==> src/rtl/regfile_access_ctrl_if.sv <==
// rtl/regfile_access_ctrl_if.sv - request/response and register-file port bundle for regfile_access_ctrl
`timescale 1ns/1ps
interface regfile_access_ctrl_if #(
    parameter int DATA_W = 8,
    parameter int ADDR_W = 3
);
    logic              req_valid;
    logic              req_ready;
    logic [ADDR_W-1:0] req_src_a;
    logic [ADDR_W-1:0] req_src_b;
    logic              req_wr_en;
    logic [ADDR_W-1:0] req_dst;
    logic [DATA_W-1:0] req_wdata;
    logic              rsp_valid;
    logic              rsp_ready;
    logic [DATA_W-1:0] rsp_a;
    logic [DATA_W-1:0] rsp_b;
    logic [ADDR_W-1:0] rf_address;
    logic              rf_write;
    logic [DATA_W-1:0] rf_in;
    logic [DATA_W-1:0] rf_out;

    // Controller side: accepts requests, returns operands, drives the file port.
    modport slave (
        input  req_valid, req_src_a, req_src_b, req_wr_en, req_dst, req_wdata,
        input  rsp_ready, rf_out,
        output req_ready, rsp_valid, rsp_a, rsp_b, rf_address, rf_write, rf_in
    );

    // Requester side, together with the register file it talks to.
    modport master (
        output req_valid, req_src_a, req_src_b, req_wr_en, req_dst, req_wdata,
        output rsp_ready, rf_out,
        input  req_ready, rsp_valid, rsp_a, rsp_b, rf_address, rf_write, rf_in
    );
endinterface

==> src/rtl/regfile_access_ctrl.sv <==
// rtl/regfile_access_ctrl.sv - sequenced read A / read B / write-back access to a single-port register file (optional RF_SYNC_READ_EN)
`timescale 1ns/1ps
module regfile_access_ctrl #(
    parameter int DATA_W = 8,
    parameter int ADDR_W = 3
) (
    input  logic                  clock,
    input  logic                  reset_n,
    regfile_access_ctrl_if.slave  bus
);
    typedef enum logic [2:0] {
        S_IDLE = 3'd0,
        S_RD_A = 3'd1,
        S_RD_B = 3'd2,
        S_WR   = 3'd3,
        S_RESP = 3'd4
    } state_t;

    state_t            state_q, state_d;
    logic [ADDR_W-1:0] src_a_q, src_a_d;
    logic [ADDR_W-1:0] src_b_q, src_b_d;
    logic              wr_en_q, wr_en_d;
    logic [ADDR_W-1:0] dst_q, dst_d;
    logic [DATA_W-1:0] wdata_q, wdata_d;
    logic [DATA_W-1:0] rsp_a_q, rsp_a_d;
    logic [DATA_W-1:0] rsp_b_q, rsp_b_d;
    logic              read_done;

`ifdef RF_SYNC_READ_EN
    // Registered-read file: each read state holds its address for two cycles,
    // phase_q marks the second cycle, when rf_out reflects the held address.
    logic phase_q, phase_d;

    // Toggle the phase while in a read state, clear it everywhere else.
    always_comb begin
        phase_d = 1'b0;
        if (state_q == S_RD_A || state_q == S_RD_B) begin
            phase_d = ~phase_q;
        end
    end

    // Phase register, cleared by reset so a new read always starts at phase 0.
    always_ff @(posedge clock) begin
        if (!reset_n) begin
            phase_q <= 1'b0;
        end else begin
            phase_q <= phase_d;
        end
    end

    assign read_done = phase_q;
`else
    assign read_done = 1'b1;
`endif

    // State and datapath registers; reset abandons any sequence in flight.
    always_ff @(posedge clock) begin
        if (!reset_n) begin
            state_q <= S_IDLE;
            src_a_q <= '0;
            src_b_q <= '0;
            wr_en_q <= 1'b0;
            dst_q   <= '0;
            wdata_q <= '0;
            rsp_a_q <= '0;
            rsp_b_q <= '0;
        end else begin
            state_q <= state_d;
            src_a_q <= src_a_d;
            src_b_q <= src_b_d;
            wr_en_q <= wr_en_d;
            dst_q   <= dst_d;
            wdata_q <= wdata_d;
            rsp_a_q <= rsp_a_d;
            rsp_b_q <= rsp_b_d;
        end
    end

    // Next state: fixed order read A, read B, optional write, then hold response.
    always_comb begin
        state_d = state_q;
        case (state_q)
            S_IDLE:  if (bus.req_valid) state_d = S_RD_A;
            S_RD_A:  if (read_done)     state_d = S_RD_B;
            S_RD_B:  if (read_done)     state_d = wr_en_q ? S_WR : S_RESP;
            S_WR:                       state_d = S_RESP;
            S_RESP:  if (bus.rsp_ready) state_d = S_IDLE;
            default:                    state_d = S_IDLE;
        endcase
    end

    // Request latch on accept and operand capture at the end of each read.
    // Reads happen before the write, so a src equal to dst returns the old value.
    always_comb begin
        src_a_d = src_a_q;
        src_b_d = src_b_q;
        wr_en_d = wr_en_q;
        dst_d   = dst_q;
        wdata_d = wdata_q;
        rsp_a_d = rsp_a_q;
        rsp_b_d = rsp_b_q;
        if (state_q == S_IDLE && bus.req_valid) begin
            src_a_d = bus.req_src_a;
            src_b_d = bus.req_src_b;
            wr_en_d = bus.req_wr_en;
            dst_d   = bus.req_dst;
            wdata_d = bus.req_wdata;
        end
        if (state_q == S_RD_A && read_done) begin
            rsp_a_d = bus.rf_out;
        end
        if (state_q == S_RD_B && read_done) begin
            rsp_b_d = bus.rf_out;
        end
    end

    // Outputs decoded from the registered state; the write strobe is also
    // gated by reset_n so the file is never written while reset is held.
    always_comb begin
        bus.req_ready  = (state_q == S_IDLE);
        bus.rsp_valid  = (state_q == S_RESP);
        bus.rf_address = '0;
        bus.rf_in      = '0;
        bus.rf_write   = 1'b0;
        case (state_q)
            S_RD_A: bus.rf_address = src_a_q;
            S_RD_B: bus.rf_address = src_b_q;
            S_WR: begin
                bus.rf_address = dst_q;
                bus.rf_in      = wdata_q;
                bus.rf_write   = reset_n;
            end
            default: ;
        endcase
    end

    assign bus.rsp_a = rsp_a_q;
    assign bus.rsp_b = rsp_b_q;
endmodule
==> src/flat_wrapper.sv <==
// flat-port wrapper written by rule: the top's interface ports become plain ports
module regfile_access_ctrl_flat 
#(
    parameter int DATA_W = 8,
    parameter int ADDR_W = 3
)
  (clock, reset_n, bus_req_valid, bus_req_src_a, bus_req_src_b, bus_req_wr_en, bus_req_dst, bus_req_wdata, bus_rsp_ready, bus_rf_out, bus_req_ready, bus_rsp_valid, bus_rsp_a, bus_rsp_b, bus_rf_address, bus_rf_write, bus_rf_in);
  regfile_access_ctrl_if #(.DATA_W(DATA_W), .ADDR_W(ADDR_W)) bus_i ();
  input  logic clock;
  input  logic reset_n;
  input wire logic [$bits(bus_i.req_valid)-1:0] bus_req_valid;
  input wire logic [$bits(bus_i.req_src_a)-1:0] bus_req_src_a;
  input wire logic [$bits(bus_i.req_src_b)-1:0] bus_req_src_b;
  input wire logic [$bits(bus_i.req_wr_en)-1:0] bus_req_wr_en;
  input wire logic [$bits(bus_i.req_dst)-1:0] bus_req_dst;
  input wire logic [$bits(bus_i.req_wdata)-1:0] bus_req_wdata;
  input wire logic [$bits(bus_i.rsp_ready)-1:0] bus_rsp_ready;
  input wire logic [$bits(bus_i.rf_out)-1:0] bus_rf_out;
  output wire logic [$bits(bus_i.req_ready)-1:0] bus_req_ready;
  output wire logic [$bits(bus_i.rsp_valid)-1:0] bus_rsp_valid;
  output wire logic [$bits(bus_i.rsp_a)-1:0] bus_rsp_a;
  output wire logic [$bits(bus_i.rsp_b)-1:0] bus_rsp_b;
  output wire logic [$bits(bus_i.rf_address)-1:0] bus_rf_address;
  output wire logic [$bits(bus_i.rf_write)-1:0] bus_rf_write;
  output wire logic [$bits(bus_i.rf_in)-1:0] bus_rf_in;
  assign bus_i.req_valid = bus_req_valid;
  assign bus_i.req_src_a = bus_req_src_a;
  assign bus_i.req_src_b = bus_req_src_b;
  assign bus_i.req_wr_en = bus_req_wr_en;
  assign bus_i.req_dst = bus_req_dst;
  assign bus_i.req_wdata = bus_req_wdata;
  assign bus_i.rsp_ready = bus_rsp_ready;
  assign bus_i.rf_out = bus_rf_out;
  assign bus_req_ready = bus_i.req_ready;
  assign bus_rsp_valid = bus_i.rsp_valid;
  assign bus_rsp_a = bus_i.rsp_a;
  assign bus_rsp_b = bus_i.rsp_b;
  assign bus_rf_address = bus_i.rf_address;
  assign bus_rf_write = bus_i.rf_write;
  assign bus_rf_in = bus_i.rf_in;
  regfile_access_ctrl #(.DATA_W(DATA_W), .ADDR_W(ADDR_W)) u_core (.clock(clock), .reset_n(reset_n), .bus(bus_i));
endmodule
==> config.mk <==
export PLATFORM = sky130hd
export DESIGN_NAME = regfile_access_ctrl_flat
export DESIGN_NICKNAME = d
export VERILOG_FILES = /design/src/rtl/regfile_access_ctrl_if.sv /design/src/rtl/regfile_access_ctrl.sv /design/src/flat_wrapper.sv
export SDC_FILE = /design/constraint.sdc
export NUM_CORES = 1
export LEC_CHECK = 0
export ABC_AREA = 1
export CAP_MARGIN = 25
export CORE_MARGIN = 3
export CORE_UTILIZATION = 39
export DETAILED_ROUTE_END_ITERATION = 7
export PLACE_DENSITY = 0.74
export SYNTH_ARGS = -nofsm -noshare
export SYNTH_HDL_FRONTEND = slang
export SYNTH_SLANG_ARGS = --single-unit
export TNS_END_PERCENT = 5
==> constraint.sdc <==
create_clock -name clock -period 1.2 [get_ports clock]
set_input_delay 0.18 -clock clock [delete_from_list [all_inputs] [get_ports clock]]
set_output_delay 0.18 -clock clock [all_outputs]
set_load 0.01 [all_outputs]
==> results.toml <==
[outcome]
status = "finished with violations"
violations = "negative setup slack"

[route]
wl_um = 4250
drt-initial-drc-count = 65
vias = 1685
vias_per_cell = 4.60
first_pass_iters = 4
wl_per_cell_um = 11.6
drtAntennaViolNets = 0
drc = 0

[clock_tree]
worstSkewPairLatency_ns = 0.29
cts_buffers = 5
cts_root_buf = "clkbuf_8"
clk_pin_slew_worst_paths_ns = 0.07
postCtsHoldBufs = 0
cts_max_level = 2
clock_path_buffers = 2
cts_tree = "built"
clock_sinks = 37

[finish]
drive_above_1_share_pct = 25.5
fin_area_um2 = 2550
num_antenna_cells = 0
nets = 347
areaGrowthSynthToFinish_pct = 55.9

[global_route]
grt-ovfl-total = 0
antenna_found_initial = 0
grt_pass1_wl_um = 7020
grt_max_degree = 37
grt_pass1_vias = 1664
grt_usage_pct = 17.3

[die]
rows = 22
die-area_um2 = 5010
io-pin-count = 60
dieWidth_um = 70.8
core_area_um2 = 3850
start_util_pct = 42.5
die_y_um = 70.8

[critical_path]
path_cells = "inv_2 > nor2_4 > buf_4 > nand2_2 > nor2_1 > buf_2"
worst_ep_arrival_time_ns = 1.32
crit_path_start_kind = "flop"
cp_slowest_cell = "dfxtp_2"
critical_path.max_stage_delay_ns = 0.35
path_class = "flop to primary output"
critPathMaxFanout = 5
critical_path_required_ns = 1.02
rrSetupSlack_ns = -0.26
critPathTopFamily = "flip-flops"
endpoint_kind = "primary output"
crit_buf_inv = 3

[logic_synthesis]
synth_cell_types = 22
synth_cells = 231
yosysWarnings = 0
ys_ff_latch = 37
syn_area_um2 = 1640
syn_area_per_cell_um2 = 7.08
ys_seq_area_share_pct = 45.3
syn-num-nets = 261

[sta]
timing.final.crit_period_ns = 1.50
fin_ws_ns = -0.304
finalHoldViolCount = 0
worstMarginPinSlew_ns = 0.186
setup_violations = 43
rsz0062_at_grt = "true"
finClkSkew_ns = 0.00709
final_max_slew_viol_count = 0
relSlewSlack_pct = 87.6
timing.final.crit_share_pct = 125
max_freq_mhz = 665

[run]
timing.max_cap.violations = 0

[placement]
place_ws_ns = -0.497
portBuffers = 59
dpl-instance-area_um2 = 2390
finalWeightedCongestion = 0.861
hpwl_um = 2920

[power]
cellPowerDensity_nw_per_um2 = 1350
leakagePower_nw = 1.27
ir_worst_vdd_mv = 0.889
p_total_mw = 3.45

[min_path]
holdCritPathClass = "flop to flop"
-- per-layer routing --
layer	vias up	global-route usage (%)	wire length [µm]
li1	885	-	-
met1	729	18.1	1740
met2	59	30.2	2030
met3	12	5.40	324
met4	0	10.6	151
met5	-	0	0
-- state kept, by name, summed over array words and instances, names as in the netlist --
register / cells
u_core.dst_q: 3
u_core.bus.rsp_b: 8
u_core.src_b_q: 3
u_core.src_a_q: 3
u_core.wdata_q: 8
u_core.bus.rsp_a: 8
u_core.state_q: 3
u_core.wr_en_q: 1
-- final timing paths --
path	start	to	cells past startpoint
worst min register to register	u_core.bus.rsp_a[7]	u_core.bus.rsp_a[7]	2
worst max-delay path	u_core.state_q[1]	bus_rf_in[7]	6
worst min-delay path	u_core.bus.rsp_a[7]	u_core.bus.rsp_a[7]	2
worst max register to register	u_core.state_q[0]	u_core.src_b_q[0]	8
-- tightest hold or removal path, cell delays in order, from the launching register on --
cell	delay (ns)
dfxtp_1	0.31
nand2_1	0.06
a21oi_1	0.05
-- power by group --
group	internal (mW)	switching [mW]	leakage (nW)
combinational	0.550	0.603	0.919
sequential	1.40	0.0810	0.306
clock	0.402	0.417	0.0450
total	2.35	1.10	1.27
-- cell usage in the layout, fill, tap and decap left out, types with 2 or more instances in the layout --
master           count
nor2_1              51
nand2_1             44
nor2_4               4
dlygate4sd2_1       16
nor2_2              10
buf_2               12
inv_1               22
clkbuf_8             5
a21oi_1             10
clkinv_2             2
clkdlybuf4s50_1     29
dfxtp_4              2
o21bai_1             8
buf_6                5
nand3_1              7
o211ai_1             3
nand4_1              8
buf_4               25
dfxtp_1             34
nand2_2              6
-- metrics by stage --
stage                     TNS (ns)  cells  hold WS (ns)  util [%]
final                        -9.72    366         0.460      66.2
after global routing        -13.27    366         0.477      66.2
after CTS                    -9.31    363         0.465      64.5
after detailed placement    -11.85    350         0.457      62.0
after global placement      -10.00    350         0.451      62.0
after floorplan                  0    231         0.315         -
-- logic make-up after synthesis --
family / synth area share [%]
AOI/OAI and AO/OA: 8.72
and+or+nand+nor: 35.1
DFF: 45.3
buffers and inverters: 10.9
-- Yosys cell counts (all sizes together) --
cell type	number	area (µm²)
dfxtp	37	741
clkinv	1	3.75
inv	25	93.8
a21oi	10	50.1
nor3	2	10.0
nand2	50	190
nand4	8	50.1
nor2	65	262
o211ai	3	22.5
o21bai	8	60.1
buf	10	77.6
clkbuf	1	3.75
nand3	9	62.6
o21ai	2	10.0
-- layout make-up --
class	instances	area [µm²]
fillers	329	1300
multi-input cells	158	790
repair buffers	89	766
flip-flops and latches	37	749
inverters	26	104
clock buffers	6	72.6
well taps	48	60.1
clock inverters	2	10.0
-- timing repair --
| item | in CTS | in global routing |
|---|---|---|
| endpoints found under the setup margin | 58 | 42 |
| hold endpoints to repair | 0 | 0 |
| resized for setup | 82 | 24 |
| setup buffers | 5 | 2 |
| cloned | 0 | 1 |
| pin swaps | 3 | 7 |
No activity file was read; power rests on OpenSTA's default activity.
==> patch 1: new RTL, same settings <==
`ADDR_W` is set to 3 in 3 places; all go to 2.
--- a/src/rtl/regfile_access_ctrl_if.sv
+++ b/src/rtl/regfile_access_ctrl_if.sv
@@ -3,5 +3,5 @@
 interface regfile_access_ctrl_if #(
     parameter int DATA_W = 8,
-    parameter int ADDR_W = 3
+    parameter int ADDR_W = 2
 );
     logic              req_valid;
--- a/src/rtl/regfile_access_ctrl.sv
+++ b/src/rtl/regfile_access_ctrl.sv
@@ -3,5 +3,5 @@
 module regfile_access_ctrl #(
     parameter int DATA_W = 8,
-    parameter int ADDR_W = 3
+    parameter int ADDR_W = 2
 ) (
     input  logic                  clock,
--- a/src/flat_wrapper.sv
+++ b/src/flat_wrapper.sv
@@ -3,5 +3,5 @@
 #(
     parameter int DATA_W = 8,
-    parameter int ADDR_W = 3
+    parameter int ADDR_W = 2
 )
   (clock, reset_n, bus_req_valid, bus_req_src_a, bus_req_src_b, bus_req_wr_en, bus_req_dst, bus_req_wdata, bus_rsp_ready, bus_rf_out, bus_req_ready, bus_rsp_valid, bus_rsp_a, bus_rsp_b, bus_rf_address, bus_rf_write, bus_rf_in);
Interface: changed (resized bus_req_dst, bus_req_src_a, bus_req_src_b and bus_rf_address); port bits go from 60 to 56. The function was not compared with the original's and may differ.
==> patch 1 against the unedited design <==
  * Cell count down 2.5%
  * Cell area is 10% lower
  * Largest power group unchanged
  * Power shrank 6.2%
  * Routed wire length shrank 18%
  * Worst setup slack better by 0.096 ns
  * Sequential cell count down 3
  * First-iteration DRC count decreased by 12%
  * Combinational power is 9.6% lower
  * Maximum frequency grew 6.8%
  * The run still ends with setup timing left
  * Clock skew shrank 0.0036 ns
  * Synthesized area fell by 6.7%
==> patch 1: results <==
global_routing:
  grt_usage: 0.1566
final_layout:
  drive_gt1_frac: 0.1715
  instances_no_fill: 357
  finalNetCount: 337
synth:
  netlist_top_cells_area: "dfxtp_1 (45%), nor2_1 (18%), nand2_1 (17%)"
  avgSynthCellArea_sq_um: 6.282
  syn_nets: 270
  ys_seq_area_frac: 0.4459
  synth.distinct_cells: 16
drt:
  wl_per_cell_um: 9.748
  vias: 1506
worst_setup_path:
  cp_data_arrival_time_ns: 1.23
  cp_max_fo: 4
  reg2reg_to: "u_core.bus.rsp_b[4]"
  rrSetupSlack_ns: -0.04
status:
  status: "complete, but fails checks"
  violations: "setup timing"
timing:
  finalSetupViolCount: 20
  fin_skew_ns: 0.003466
  fin_ws_ns: -0.2080
hold_path:
  min_path_type: "primary input to flip-flop"
  min_from: "bus_req_src_b[0]"
  whs_path_depth: 3
  min_to: "u_core.src_b_q[0]"
placed_design:
  dp.cells: 349
  port_buffers: 55
  dp_hpwl_um: 2433
  placed_cell_area_sq_um: 2196
clocking:
  clkLatencyLatePin_ns: 0.27
==> patch 1: power by group <==
part / switching (mW) / internal, mW
Sequential: 0.0852 / 1.31
Clock: 0.369 / 0.442
Combinational: 0.550 / 0.486
Total: 1.00 / 2.24
==> patch 1: what timing repair did <==
item                                    4_1_cts  5_1_grt
cloned                                        0        0
gates resized for setup                      83        5
pin swaps                                     2        3
endpoints found under the hold margin         0        0
setup buffers                                 0        2
endpoints found under the setup margin       38       37
==> patch 1: per-layer routing <==
layer | vias up | GRT usage | part of all wire | wire [um]
met5 | - | 0 | 0 | 0
met4 | 0 | 0.05955 | 0.011 | 38
met3 | 4 | 0.03566 | 0.040 | 138
met2 | 24 | 0.2563 | 0.48 | 1680
met1 | 646 | 0.1992 | 0.47 | 1623
li1 | 832 | - | - | -
==> patch 1: critical path, cell delays in order (launching register included) <==
cell	delay [ns]
dfxtp_2	0.33
inv_2	0.05
nor2_4	0.12
buf_6	0.14
nand2_4	0.05
clkinv_4	0.05
nand2_2	0.04
nand3_2	0.06
buf_6	0.10
==> patch 1: stage by stage <==
step	hold WS, ns	setup WS, ns	setup TNS (ns)
finish	0.4839	-0.2080	-1.534
global route	0.4701	-0.2919	-3.659
CTS	0.4760	-0.2298	-1.701
detailed placement	0.4981	-0.3674	-5.969
global placement	0.4970	-0.3563	-5.097
floorplan	0.3149	0.02924	0
==> patch 1: final cells by class <==
cell class	count	area, sq um
clock buffers	6	82.58
fillers	374	1425
inverters	40	155.1
multi-input cells	159	676.9
flip-flops and latches	34	686.9
well taps	48	60.06
repair buffers	70	629.4
==> patch 1: cell families after synthesis <==
logic type / synth area share
AOI/OAI and AO/OA: 0.01312
buffers and inverters: 0.1320
DFF: 0.4459
and+or+nand+nor: 0.4090
==> patch 2: new RTL, same flow settings <==
Made on the original files. Encoding of `state_t`: now Gray code (3 bits for 5 states).
--- a/src/rtl/regfile_access_ctrl.sv
+++ b/src/rtl/regfile_access_ctrl.sv
@@ -10,9 +10,9 @@
 );
     typedef enum logic [2:0] {
-        S_IDLE = 3'd0,
-        S_RD_A = 3'd1,
-        S_RD_B = 3'd2,
-        S_WR   = 3'd3,
-        S_RESP = 3'd4
+        S_IDLE = 3'b000,
+        S_RD_A = 3'b001,
+        S_RD_B = 3'b011,
+        S_WR   = 3'b010,
+        S_RESP = 3'b110
     } state_t;
 
Formal check against the unedited RTL: same outputs for any inputs over 10 cycles, from zero or initial values and one cycle with reset_n low; not proved beyond that.
==> patch 2 against the unedited design <==
  * The run still ends with setup timing left
  * First-iteration DRC count down 6.2%
  * Sequential cell count stayed put
  * Routed wire length is 12% lower
  * Cell area is 4.9% lower
  * Worst setup slack got worse by 0.019 ns
  * Power rose by 11%
  * Combinational power shrank 10%
  * Count of clock-buffer cells in the layout fell by 1
  * Synthesized area shrank 1.5%
  * Maximum frequency decreased by 1.3%
  * Critical path type unchanged
  * Critical endpoint is now bus_rf_in[0]
==> patch 2: results <==
drt:
  viasPerCell: 4.287
  wl_per_cell_um: 10.18
  initialDrtViolationCount: 61
worst_setup_path:
  slowest_delay_ns: 0.37
  reg2reg_to: "u_core.bus.rsp_b[4]"
  cp_data_arrival_time_ns: 1.34
  rrSetupSlack_ns: -0.06
  cp_max_fo: 4
  r2r_cells: 9
  worstSetupEndpoint: "bus_rf_in[0]"
  slowest_stage: "dfxtp_4"
  worstSetupStartpoint: "u_core.state_q[2]"
  reg2reg_from: "u_core.state_q[1]"
hold_path:
  min_from: "bus_req_dst[1]"
  min_to: "u_core.dst_q[1]"
  whs_path_depth: 3
  min_path_type: "primary input to flip-flop"
placed_design:
  gp_congestion: 0.7606
  dp_hpwl_um: 2578
  placed_cell_area_sq_um: 2321
clocking:
  clkTransAtPathRegs_ns: 0.08
  cts.repair.resized: 83
  post_cts.repair.setup_buffers: 0
timing:
  worst_slew_pin_slew_ns: 0.3343
  final.setup.tns_ns: -4.038
  finalSetupViolCount: 26
  fin_skew_ns: 0.004805
  fin_ws_ns: -0.3233
synth:
  netlist_top_cells_area: "dfxtp_1 (46%), nor2_1 (19%), nand2_1 (14%)"
  syn_nets: 278
  synth.distinct_cells: 18
  ys_seq_area_frac: 0.4596
  synthTopCellsByCount: "nor2_1 (81), nand2_1 (62), dfxtp_1 (37)"
  async_flop_share: 0
final_layout:
  drive_gt1_frac: 0.1776
  finalNetCount: 350
  diodes: 0
  fill_cells: 364
status:
  violations: "setup timing"
  status: "complete, but fails checks"
global_routing:
  grt_usage: 0.1631
  gr-total-overflow: 0
  grt_pass1_vias: 1520
  grt_max_degree: 37
  grt_pass1_wl_um: 6610
pwr:
  power_leakage_nw: 1.282
  ir_worst_vdd_mv: 1.087
  sw_frac_of_total: 0.2897
die:
  initial_utilization: 0.4212
-- patch 2: critical path: cells and delay by family (launching register included) --
family        cells  cell delay [ns]
flops             1             0.37
simple gates      3             0.32
buf+inv           3             0.36
-- patch 2: cells by family (layout without fill, tap and decap cells) --
group,after synthesis,count (layout),synth area share
and+or+nand+nor,155,155,0.3851
AOI/OAI and AO/OA,12,12,0.03727
buffers and inverters,44,117,0.1180
DFF,37,37,0.4596
-- patch 2: cell type report --
type                    instances  area [sq um]  area share
clock buffers                   5         68.82     0.02837
clock inverters                 3         68.82     0.02837
repair inverters                1         7.507    0.003094
inverters                      35         133.9     0.05518
multi-input cells             167         718.2      0.2960
flip-flops and latches         37         747.0      0.3079
well taps                      48         60.06     0.02475
repair buffers                 73         621.8      0.2563
-- patch 2: power by group through the flow --
stage	Sequential (mW)	Clock, mW	Combinational (mW)
detailed placement	1.51	0	1.06
global placement	1.50	0	1.05
finish	1.49	1.30	1.03
floorplan	1.54	0	0.538
CTS	1.49	1.34	1.02
global route	1.51	1.38	1.17
-- patch 2: per-stage QoR --
step	instances	worst slack (ns)	hold WS, ns	utilization	power, mW
final	369	-0.3233	0.4691	0.6341	3.818
after global routing	369	-0.4048	0.4658	0.6341	4.062
after CTS	369	-0.3313	0.4626	0.6305	3.844
after detailed placement	360	-0.4364	0.4710	0.6066	2.571
after global placement	360	-0.3973	0.4602	0.6066	2.553
after floorplan	248	0.03028	0.3149	-	2.079
-- patch 2: routing by layer --
| layer | vias up | track usage | wire (um) |
|---|---|---|---|
| met2 | 56 | 0.2817 | 1732 |
| met1 | 653 | 0.1963 | 1680 |
| met4 | 0 | 0.03191 | 36 |
| met5 | - | 0 | 0 |
| met3 | 5 | 0.05468 | 308 |
| li1 | 868 | - | - |
